**config.mk**
```make
export PLATFORM = sky130hd
export DESIGN_NAME = vend_txn_ctrl
export DESIGN_NICKNAME = d
export VERILOG_FILES = /design/src/rtl/vend_pkg.sv /design/src/rtl/vend_timeout.sv /design/src/rtl/vend_txn_ctrl.sv
export SDC_FILE = /design/constraint.sdc
export NUM_CORES = 1
export LEC_CHECK = 0
export ABC_AREA = 0
export CORE_ASPECT_RATIO = 0.7
export CORE_MARGIN = 4
export CORE_UTILIZATION = 59
export CTS_BUF_LIST = sky130_fd_sc_hd__clkbuf_4
export CTS_CLUSTER_DIAMETER = 150
export DETAILED_ROUTE_END_ITERATION = 6
export PLACE_DENSITY = 0.89
export SLEW_MARGIN = 5
export SYNTH_ARGS = -nofsm -noshare
export SYNTH_HDL_FRONTEND = slang
export SYNTH_HIERARCHICAL = 1
export SYNTH_SLANG_ARGS = --single-unit
```
**constraint.sdc**
```tcl
create_clock -name clk -period 3.5 [get_ports clk]
set_clock_uncertainty 0.2 [all_clocks]
set_input_delay 1.05 -clock clk [delete_from_list [all_inputs] [get_ports clk]]
set_output_delay 1.05 -clock clk [all_outputs]
set_load 0.01 [all_outputs]
```
**src/rtl/vend_pkg.sv**
```systemverilog
// Shared types and constants for the vending transaction sequencer.
// Credit is held in rupees; every amount handled is a multiple of 5.
package vend_pkg;

    localparam int CREDIT_W    = 6;
    localparam int COIN5_VAL   = 5;
    localparam int COIN10_VAL  = 10;
    localparam int DEF_PRICE_0 = 5;
    localparam int DEF_PRICE_1 = 10;
    localparam int DEF_PRICE_2 = 15;
    localparam int DEF_PRICE_3 = 20;

    typedef enum logic [1:0] {
        ST_IDLE     = 2'd0,
        ST_COLLECT  = 2'd1,
        ST_DISPENSE = 2'd2,
        ST_CHANGE   = 2'd3
    } state_t;

    // Both coin pulses in the same cycle are worth 15.
    function automatic logic [CREDIT_W-1:0] coin_value(input logic c5, input logic c10);
        logic [CREDIT_W-1:0] v5;
        logic [CREDIT_W-1:0] v10;
        v5  = c5  ? CREDIT_W'(COIN5_VAL)  : {CREDIT_W{1'b0}};
        v10 = c10 ? CREDIT_W'(COIN10_VAL) : {CREDIT_W{1'b0}};
        return v5 + v10;
    endfunction

endpackage

```
**src/rtl/vend_timeout.sv**
```systemverilog
// Inactivity counter: clears on request, counts while enabled and
// saturates at TIMEOUT-1, where expire is flagged.
module vend_timeout #(
    parameter int TIMEOUT = 1000
) (
    input  logic clk,
    input  logic rst_n,
    input  logic i_clr,
    input  logic i_en,
    output logic o_expire
);

    localparam int CNT_W = (TIMEOUT > 2) ? $clog2(TIMEOUT) : 1;
    localparam logic [CNT_W-1:0] LAST = CNT_W'(TIMEOUT - 1);

    logic [CNT_W-1:0] r_cnt;

    // Idle-cycle counter with clear priority over count.
    always_ff @(posedge clk or negedge rst_n) begin
        if (!rst_n) begin
            r_cnt <= {CNT_W{1'b0}};
        end else if (i_clr) begin
            r_cnt <= {CNT_W{1'b0}};
        end else if (i_en && (r_cnt != LAST)) begin
            r_cnt <= r_cnt + CNT_W'(1);
        end else begin
            r_cnt <= r_cnt;
        end
    end

    assign o_expire = (r_cnt == LAST);

endmodule

```
**src/rtl/vend_txn_ctrl.sv**
```systemverilog
// Vending transaction sequencer: selection, coin collection, dispense
// strobe and 5-rupee change train, with cancel/timeout refund.
module vend_txn_ctrl
    import vend_pkg::*;
#(
    parameter int PRICE_0 = DEF_PRICE_0,
    parameter int PRICE_1 = DEF_PRICE_1,
    parameter int PRICE_2 = DEF_PRICE_2,
    parameter int PRICE_3 = DEF_PRICE_3,
    parameter int TIMEOUT = 1000
) (
    input  logic                clk,
    input  logic                rst_n,
    input  logic [1:0]          product,
    input  logic                sel_valid,
    input  logic                coin5,
    input  logic                coin10,
    input  logic                cancel,
    output logic                dispense,
    output logic [1:0]          dispense_id,
    output logic                ret5,
    output logic                coin_reject,
    output logic [CREDIT_W-1:0] credit,
    output logic                busy
);

    state_t              r_state;
    logic [CREDIT_W-1:0] r_credit;
    logic [CREDIT_W-1:0] r_price;
    logic [1:0]          r_product;
    logic                r_dispense;
    logic [1:0]          r_dispense_id;
    logic                r_ret5;
    logic                r_coin_reject;
    logic                r_busy;

    logic                w_any_coin;
    logic [CREDIT_W-1:0] w_coin_val;
    logic [CREDIT_W-1:0] w_collect_credit;
    logic [CREDIT_W-1:0] w_remainder;
    logic [CREDIT_W-1:0] w_change_next;
    logic [CREDIT_W-1:0] w_sel_price;
    logic                w_tmo_clr;
    logic                w_tmo_en;
    logic                w_expire;

    // Credit arithmetic and price lookup feeding the state machine.
    always_comb begin
        w_any_coin       = coin5 | coin10;
        w_coin_val       = coin_value(coin5, coin10);
        w_collect_credit = r_credit + w_coin_val;
        w_remainder      = r_credit - r_price;
        if (r_credit != {CREDIT_W{1'b0}}) begin
            w_change_next = r_credit - CREDIT_W'(COIN5_VAL);
        end else begin
            w_change_next = {CREDIT_W{1'b0}};
        end
        case (product)
            2'b00:   w_sel_price = CREDIT_W'(PRICE_0);
            2'b01:   w_sel_price = CREDIT_W'(PRICE_1);
            2'b10:   w_sel_price = CREDIT_W'(PRICE_2);
            2'b11:   w_sel_price = CREDIT_W'(PRICE_3);
            default: w_sel_price = CREDIT_W'(PRICE_0);
        endcase
    end

    // The counter is held at zero outside COLLECT, so entry always starts fresh.
    assign w_tmo_clr = (r_state != ST_COLLECT) | w_any_coin;
    assign w_tmo_en  = (r_state == ST_COLLECT);

    vend_timeout #(
        .TIMEOUT (TIMEOUT)
    ) u_timeout (
        .clk      (clk),
        .rst_n    (rst_n),
        .i_clr    (w_tmo_clr),
        .i_en     (w_tmo_en),
        .o_expire (w_expire)
    );

    // Transaction FSM; outputs are registered alongside the state they describe.
    always_ff @(posedge clk or negedge rst_n) begin
        if (!rst_n) begin
            r_state       <= ST_IDLE;
            r_credit      <= {CREDIT_W{1'b0}};
            r_price       <= {CREDIT_W{1'b0}};
            r_product     <= 2'b00;
            r_dispense    <= 1'b0;
            r_dispense_id <= 2'b00;
            r_ret5        <= 1'b0;
            r_coin_reject <= 1'b0;
            r_busy        <= 1'b0;
        end else begin
            r_dispense    <= 1'b0;
            r_dispense_id <= 2'b00;
            r_ret5        <= 1'b0;
            r_coin_reject <= 1'b0;
            case (r_state)
                ST_IDLE: begin
                    r_credit      <= {CREDIT_W{1'b0}};
                    r_coin_reject <= w_any_coin;
                    if (sel_valid) begin
                        r_product <= product;
                        r_price   <= w_sel_price;
                        r_state   <= ST_COLLECT;
                        r_busy    <= 1'b1;
                    end else begin
                        r_busy    <= 1'b0;
                    end
                end
                ST_COLLECT: begin
                    r_credit <= w_collect_credit;
                    // Cancel wins over a payment completing in the same cycle.
                    if (cancel) begin
                        r_state <= ST_CHANGE;
                        r_ret5  <= (w_collect_credit != {CREDIT_W{1'b0}});
                    end else if (w_collect_credit >= r_price) begin
                        r_state       <= ST_DISPENSE;
                        r_dispense    <= 1'b1;
                        r_dispense_id <= r_product;
                    end else if (w_expire && !w_any_coin) begin
                        r_state <= ST_CHANGE;
                        r_ret5  <= (w_collect_credit != {CREDIT_W{1'b0}});
                    end else begin
                        r_state <= ST_COLLECT;
                    end
                end
                ST_DISPENSE: begin
                    r_coin_reject <= w_any_coin;
                    r_credit      <= w_remainder;
                    if (w_remainder != {CREDIT_W{1'b0}}) begin
                        r_state <= ST_CHANGE;
                        r_ret5  <= 1'b1;
                    end else begin
                        r_state <= ST_IDLE;
                        r_busy  <= 1'b0;
                    end
                end
                ST_CHANGE: begin
                    r_coin_reject <= w_any_coin;
                    r_credit      <= w_change_next;
                    if (w_change_next != {CREDIT_W{1'b0}}) begin
                        r_ret5  <= 1'b1;
                    end else begin
                        r_state <= ST_IDLE;
                        r_busy  <= 1'b0;
                    end
                end
                default: begin
                    r_state  <= ST_IDLE;
                    r_credit <= {CREDIT_W{1'b0}};
                    r_busy   <= 1'b0;
                end
            endcase
        end
    end

    assign dispense    = r_dispense;
    assign dispense_id = r_dispense_id;
    assign ret5        = r_ret5;
    assign coin_reject = r_coin_reject;
    assign credit      = r_credit;
    assign busy        = r_busy;

endmodule

```
==> impl_metrics.yaml, run 1 <==
final_layout:
  drive_gt1_share_pct: 14.0
  stdcell_count: 311
  area_delta_synth_final_pct: 19.0
  diodes: 0
  fillers: 240
  fin_area_sq_mm: 0.00254
  fin_nets: 293
floorplan:
  fp.dieH_microns: 58.3
  ioPinCount: 20
  rows: 17
  floorplan.initialDensity_pct: 64.6
  fp.coreArea_sq_mm: 0.00330
  dieWidth_microns: 79.8
  dieArea_sq_mm: 0.00465
clock_network:
  cts_buffer_depth: 2
  ctsHoldBuffers: 0
  cts_buffers: 5
  clkLatencyLatePin_ns: 0.33
  tritoncts: "yes"
  cts_root_buf: "clkbuf_4"
  clock_sinks: 30
  h-tree-depth: 2
  cts.clk_slew.worst_paths_ns: 0.10
setup_path:
  slowest_delay_ns: 0.35
  crit_type: "primary input to flop"
  path_cells: "dlymetal6s2s_1 -> ha_2 -> fa_2 -> a21o_2 -> a21oi_4 -> xnor2_2 -> ha_2 -> nor2b_1 -> a21oi_2 -> o2111ai_2 -> a211o_1 -> a21oi_2"
  critPathBufInv: 1
  cp-start-kind: "primary input"
  crit_family: "compound AO/OA/AOI/OAI gates"
  path_max_fanout: 2
  critPathRequiredTime_ns: 3.56
  crit_arrival_ns: 3.30
  crit_path_end_kind: "flop"
  cpMaxStageDelayCell: "fa_2"
sta:
  tightest_slew_ns: 0.497
  setup_violations: 0
  hold_violations: 0
  finalSetupTns_ns: 0
  drv_slew: 0
  rsz0062_at_grt: "no"
  maxSlewHeadroom_pct: 66.9
  period_needed_ns: 3.24
  timing.fmax_ghz: 0.309
  finalCritPeriodShare_pct: 92.6
pwr:
  power_density_mw_per_mm2: 983
  p_leak_nw: 1.13
  vdd_drop_max_v: 0.000658
synthesis:
  synth.cell_area_sq_mm: 0.00213
  ys_seq_area_share_pct: 35.2
  synth_cell_types: 50
  ys_warn_count: 6
  syn_avg_cell_area_sq_um: 9.18
  ys_top_cells_by_area: "dfrtp_1, ha_1, a21oi_1"
  yosys.area.top_type: "dfrtp_1"
  synthArstFlopShare_pct: 100
  synthCells: 232
  synth_edf_count: 0
  synthFlopType: "dfrtp_1"
  syn-num-nets: 262
  synth_top_area_share_pct: 35.2
  ys_ff_latch: 30
worst_hold_path:
  hold_path_class: "flop to flop"
route:
  drtAntennaViolNets: 0
  dr.first_iter.drc_count: 260
  drc: 0
  firstDrtPassIters: 5
  vias: 1888
  vias_per_cell: 6.07
  drt-total-wl_microns: 5110
  wl_per_cell_microns: 16.4
grt:
  grt_pass1_wl_microns: 8400
  grt_use_total_pct: 23.5
  antenna_found_initial: 0
  grt_pass1_vias: 1723
  gr-total-overflow: 0
  grt_start_max_net_pins: 31
place:
  dp_hpwl_microns: 3940
  place_congestion: 0.895
  dpl-instance-area_sq_mm: 0.00244
  place_inst: 303
  io_buffers: 19
job:
  drv_cap: 0
outcome:
  status: "finished clean"
sequential cells by signal (all words and copies together), names as in the netlist, 2 cells and up:
| name | count |
|---|---|
| r_price | 4 |
| r_state | 2 |
| u_timeout/r_cnt | 10 |
| credit | 6 |
| r_product | 2 |
| dispense_id | 2 |
routing by layer:
layer	track usage (%)	up-vias	wire [microns]
li1	-	917	-
met4	3.86	0	27
met5	0	-	0
met2	34.2	78	2260
met1	36.1	889	2370
met3	5.28	4	460
where the power goes:
part | total [W] | internal (W) | switching, W
logic | 0.00168 | 0.000814 | 0.000863
registers | 0.000615 | 0.000452 | 0.000164
clock network | 0.000201 | 0.0000746 | 0.000127
total | 0.00249 | 0.00134 | 0.00115
layout by cell type, fill, tap and decap left out, drive strengths merged, types with 2 or more instances in the layout:
master | synthesis | final
dfrtp | 30 | 30
ha | 20 | 20
a21oi | 20 | 20
nand2 | 18 | 18
clkdlybuf4s50 | 0 | 17
inv | 15 | 15
o21ai | 14 | 14
nor2 | 13 | 13
buf | 2 | 11
xnor2 | 9 | 9
nand2b | 6 | 6
or3 | 5 | 5
o31ai | 5 | 5
clkbuf | 4 | 5
o22ai | 4 | 4
and3 | 4 | 4
o21a | 4 | 4
nor3 | 4 | 4
or4 | 4 | 4
a21o | 4 | 4
nor2b | 3 | 3
a211o | 3 | 3
nand4 | 3 | 3
nand3 | 3 | 3
xor2 | 2 | 2
a221o | 2 | 2
nand3b | 2 | 2
nor4 | 2 | 2
a31oi | 2 | 2
o211ai | 2 | 2
mux2i | 2 | 2
a22o | 2 | 2
mux2 | 2 | 2
dlymetal6s2s | 0 | 2
o2111ai | 2 | 2
fa | 2 | 2
clkinv | 0 | 2
synth_stat cells (all sizes together), types with 2 or more instances:
cell type	n
xnor2	9
o21a	4
nand2	18
buf	2
o31ai	5
a21oi	20
a31oi	2
fa	2
clkbuf	4
nor3	4
o2111ai	2
or4	4
nor2b	3
nor2	13
a211o	3
o211ai	2
ha	20
a22o	2
or3	5
xor2	2
a221o	2
nor4	2
mux2i	2
nand3b	2
nand4	3
inv	15
a21o	4
o21ai	14
nand2b	6
mux2	2
nand3	3
and3	4
dfrtp	30
o22ai	4
timing repair:
action	in CTS	in global routing
endpoints found under the setup margin	6	6
buffers inserted	0	0
endpoints found under the hold margin	0	0
gates cloned	0	0
pin swaps	0	3
resized for setup	4	7
per-stage QoR:
step / power (W) / hold WS (ns) / setup WS (ns) / util [%]
global placement: 0.00213 / 0.264 / -0.315 / 73.9
global route: 0.00270 / 0.331 / 0.163 / 76.9
CTS: 0.00242 / 0.295 / 0.0128 / 75.9
finish: 0.00249 / 0.293 / 0.261 / 76.9
floorplan: 0.00167 / 0.242 / 0.234 / -
detailed placement: 0.00219 / 0.272 / -0.431 / 73.9
kinds of logic (layout without fill, tap and decap cells):
| group | Yosys count | after routing | share of synthesized area (%) |
|---|---|---|---|
| XOR/XNOR | 11 | 11 | 4.52 |
| multiplexers | 4 | 4 | 2.00 |
| AO/OA/AOI/OAI | 72 | 72 | 23.0 |
| adder cells (fa/ha/maj) | 22 | 22 | 13.6 |
| flip-flops | 30 | 30 | 35.2 |
| buffers and inverters | 21 | 53 | 3.82 |
| AND/OR/NAND/NOR | 72 | 72 | 17.9 |
cell type report:
| class | instances | area, sq um | share of cell area, % |
|---|---|---|---|
| clock buffer | 5 | 37.5 | 1.48 |
| sequential | 30 | 751 | 29.6 |
| inverter | 15 | 56.3 | 2.22 |
| tap | 47 | 58.8 | 2.32 |
| timing repair buffer | 30 | 278 | 11.0 |
| clock inverter | 3 | 16.3 | 0.641 |
| multi-input combinational | 181 | 1340 | 52.8 |
worst reg2reg max path, delay by kind of cell, from the launching register on:
family	cells	cell delay, ns
xor gates and xnor gates	1	0.18
adders and majority gates	2	0.58
AOI/OAI and AO/OA	7	1.30
DFF	1	0.55
path summary, 6_finish.rpt:
| check | cells past startpoint | slack, ns | from | endpoint |
|---|---|---|---|---|
| min in group asynchronous | 2 | 0.92 | rst_n | ret5$_DFF_PN0_ |
| worst min register to register | 2 | 0.29 | r_product[0]$_DFFE_PN0P_ | r_product[0]$_DFFE_PN0P_ |
| worst max register to register | 10 | 0.63 | credit[1]$_DFF_PN0_ | ret5$_DFF_PN0_ |
| worst min-delay path | 2 | 0.29 | r_product[0]$_DFFE_PN0P_ | r_product[0]$_DFFE_PN0P_ |
| max in group asynchronous | 2 | 1.90 | rst_n | u_timeout/r_cnt[1]$_DFFE_PN0P_ |
| worst max-delay path | 12 | 0.26 | coin5 | ret5$_DFF_PN0_ |
Note: power is estimated with default switching activity, not from simulation.
==> inputs of run 2 (changes only) <==
--- a/config.mk
+++ b/config.mk
@@ -8,11 +8,12 @@
 export ABC_AREA = 0
 export CORE_ASPECT_RATIO = 0.7
 export CORE_MARGIN = 4
-export CORE_UTILIZATION = 59
+export CORE_UTILIZATION = 60
 export CTS_BUF_LIST = sky130_fd_sc_hd__clkbuf_4
 export CTS_CLUSTER_DIAMETER = 150
 export DETAILED_ROUTE_END_ITERATION = 6
-export PLACE_DENSITY = 0.89
+export PLACE_DENSITY = 0.9
+export SKIP_LAST_GASP = 1
 export SLEW_MARGIN = 5
 export SYNTH_ARGS = -nofsm -noshare
 export SYNTH_HDL_FRONTEND = slang
==> constraint.sdc (replaced) <==
create_clock -name clk -period 4 [get_ports clk]
set_clock_uncertainty 0.2 [all_clocks]
set_input_delay 1.2 -clock clk [delete_from_list [all_inputs] [get_ports clk]]
set_output_delay 1.2 -clock clk [all_outputs]
set_load 0.01 [all_outputs]
==> run 2 against run 1 <==
Compared with the run above: worst setup slack improved by 0.054 ns; clock-buffer cell count did not move; hold slack got worse by 0.019 ns; die area is 1.5% lower; global-route usage down 0.43 points; cell count down 2.3%.
==> impl_metrics.yaml, run 2 (synthesis results as in run 1) <==
clock_network:
  cts.clk_slew.worst_paths_ns: 0.07
  tritoncts: "yes"
  h-tree-depth: 2
  cts_setup_buffers: 0
  cts_buffer_depth: 2
  clock_sinks: 30
  cts_resized: 0
  cts_root_buf: "clkbuf_4"
  clkLatencyLatePin_ns: 0.32
  ctsHoldBuffers: 0
  cts_buffers: 5
setup_path:
  critPathRequiredTime_ns: 4.05
  critPathBufInv: 2
  crit_type: "primary input to flop"
  crit_family: "adder cells"
  path_max_fanout: 3
  path_cells: "clkdlybuf4s50_1 -> ha_1 -> fa_1 -> a21o_2 -> a21oi_1 -> xnor2_1 -> ha_1 -> inv_1 -> o21ba_2 -> a21oi_1 -> and3_1"
  crit_arrival_ns: 3.74
  slowest_delay_ns: 0.43
  cpMaxStageDelayCell: "clkdlybuf4s50_1"
  cp-start-kind: "primary input"
  crit_path_end_kind: "flop"
floorplan:
  ioPinCount: 20
  dieWidth_microns: 79.2
  fp.coreArea_sq_mm: 0.00328
  fp.dieH_microns: 57.9
  floorplan.initialDensity_pct: 65.0
  rows: 17
  dieArea_sq_mm: 0.00458
route:
  dr.first_iter.drc_count: 215
  vias_per_cell: 6.15
  drtAntennaViolNets: 0
  wl_per_cell_microns: 15.6
  firstDrtPassIters: 4
  drc: 0
  drt-total-wl_microns: 4760
  vias: 1869
pwr:
  p_leak_nw: 1.08
  power_density_mw_per_mm2: 833
  power.switching_w: 0.000926
  swShare_pct: 45.6
  pwr-share-clk_pct: 7.5
  power_frac_seq_pct: 26.6
  combPwrFrac_pct: 65.9
  vdd_drop_max_v: 0.000627
  intPower_w: 0.00111
sta:
  tightest_slew_ns: 0.515
  finalSetupTns_ns: 0
  timing.fmax_ghz: 0.271
  period_needed_ns: 3.69
  maxSlewHeadroom_pct: 65.7
  hold_violations: 0
  rsz0062_at_grt: "no"
  setup_violations: 0
  finalCritPeriodShare_pct: 92.1
  fin_ws_ns: 0.314
  hold_ws_ns: 0.275
  drv_slew: 0
grt:
  busiest_layer: "met1"
  grt_pass1_vias: 1675
  antenna_found_initial: 0
  met3_usage_pct: 9.01
  use_met2_pct: 31.9
  grt_start_max_net_pins: 31
  grt_pass1_wl_microns: 8020
  grt_use_total_pct: 23.1
  gr-total-overflow: 0
  met1_usage_pct: 34.2
place:
  io_buffers: 19
  place_inst: 298
  place_ws_ns: -0.0225
  place_congestion: 0.890
  dp_hpwl_microns: 3760
final_layout:
  regMostFlops: "u_timeout/r_cnt"
  drive_gt1_share_pct: 8.56
  final_common_cell: "dfrtp_1"
  fillers: 268
  diodes: 0
  utilization_pct: 74.5
  largest_register_ffs: 10
  layout_common_cells: "dfrtp_1, ha_1, clkdlybuf4s50_1, a21oi_1, nand2_1"
  fin_nets: 288
  area_delta_synth_final_pct: 14.6
  stdcell_count: 304
job:
  drv_cap: 0
outcome:
  status: "finished clean"
worst_hold_path:
  hold_path_class: "flop to flop"
run 2: cell types whose count changed in the layout (fill, tap and decap cells not counted), moves of 2 or more:
cell	previous run	this run
a21oi_1	15	18
dlymetal6s2s_1	2	0
ha_1	18	20
ha_2	2	0
clkdlybuf4s50_1	17	19
buf_4	11	6
a21oi_2	4	2
run 2: final cells by class:
type | instances | area [sq um] | share of cell area, %
flip-flops and latches | 30 | 751 | 30.8
clock buffers | 5 | 37.5 | 1.54
clock inverters | 1 | 3.75 | 0.154
inverters | 15 | 56.3 | 2.31
repair buffers | 25 | 235 | 9.64
well taps | 47 | 58.8 | 2.41
multi-input cells | 181 | 1300 | 53.2
run 2: path summary, 6_finish.rpt:
path | startpoint | end | slack, ns | cells after the start
worst min register to register | r_product[1]$_DFFE_PN0P_ | r_product[1]$_DFFE_PN0P_ | 0.27 | 2
min in group asynchronous | rst_n | credit[4]$_DFF_PN0_ | 1.07 | 2
worst max register to register | credit[0]$_DFF_PN0_ | r_state[1]$_DFFE_PN0P_ | 1.15 | 10
worst min-delay path | r_product[1]$_DFFE_PN0P_ | r_product[1]$_DFFE_PN0P_ | 0.27 | 2
worst max-delay path | coin5 | dispense_id[1]$_DFF_PN0_ | 0.31 | 11
max in group asynchronous | rst_n | r_price[2]$_DFFE_PN0P_ | 2.25 | 2
run 2: per-layer routing:
layer / wire, microns / share of wire, %
met1: 2410 / 51
met2: 1930 / 41
met3: 386 / 8.1
met4: 30 / 0.63
met5: 0 / 0
run 2: per-stage QoR:
step / power (W) / area (sq um)
after global placement: 0.00182 / 2400
after CTS: 0.00202 / 2440
final: 0.00203 / 2440
after detailed placement: 0.00186 / 2400
after floorplan: 0.00146 / 2130
after global routing: 0.00222 / 2440
run 2: tightest hold or removal path: stages (launching register included):
cell and delay, ns:
dfrtp_1 0.34, nand2_1 0.04, o21ai_0 0.06
run 2: power by group through the flow:
stage / Combinational, W / Sequential (W) / Clock (W)
6_report: 0.00134 / 0.000541 / 0.000152
3_5_place_dp: 0.00132 / 0.000541 / 0
5_1_grt: 0.00149 / 0.000555 / 0.000172
4_1_cts: 0.00133 / 0.000536 / 0.000157
2_1_floorplan: 0.000963 / 0.000498 / 0
3_3_place_gp: 0.00129 / 0.000538 / 0
==> inputs of run 3 (changes only) <==
--- a/config.mk
+++ b/config.mk
@@ -10,7 +10,7 @@
 export CORE_MARGIN = 4
 export CORE_UTILIZATION = 60
 export CTS_BUF_LIST = sky130_fd_sc_hd__clkbuf_4
-export CTS_CLUSTER_DIAMETER = 150
+export CTS_CLUSTER_DIAMETER = 80
 export DETAILED_ROUTE_END_ITERATION = 6
 export PLACE_DENSITY = 0.9
 export SKIP_LAST_GASP = 1
==> results of run 3 <==
Same layout as run 2: the final DEF is identical, and so are final timing and power.
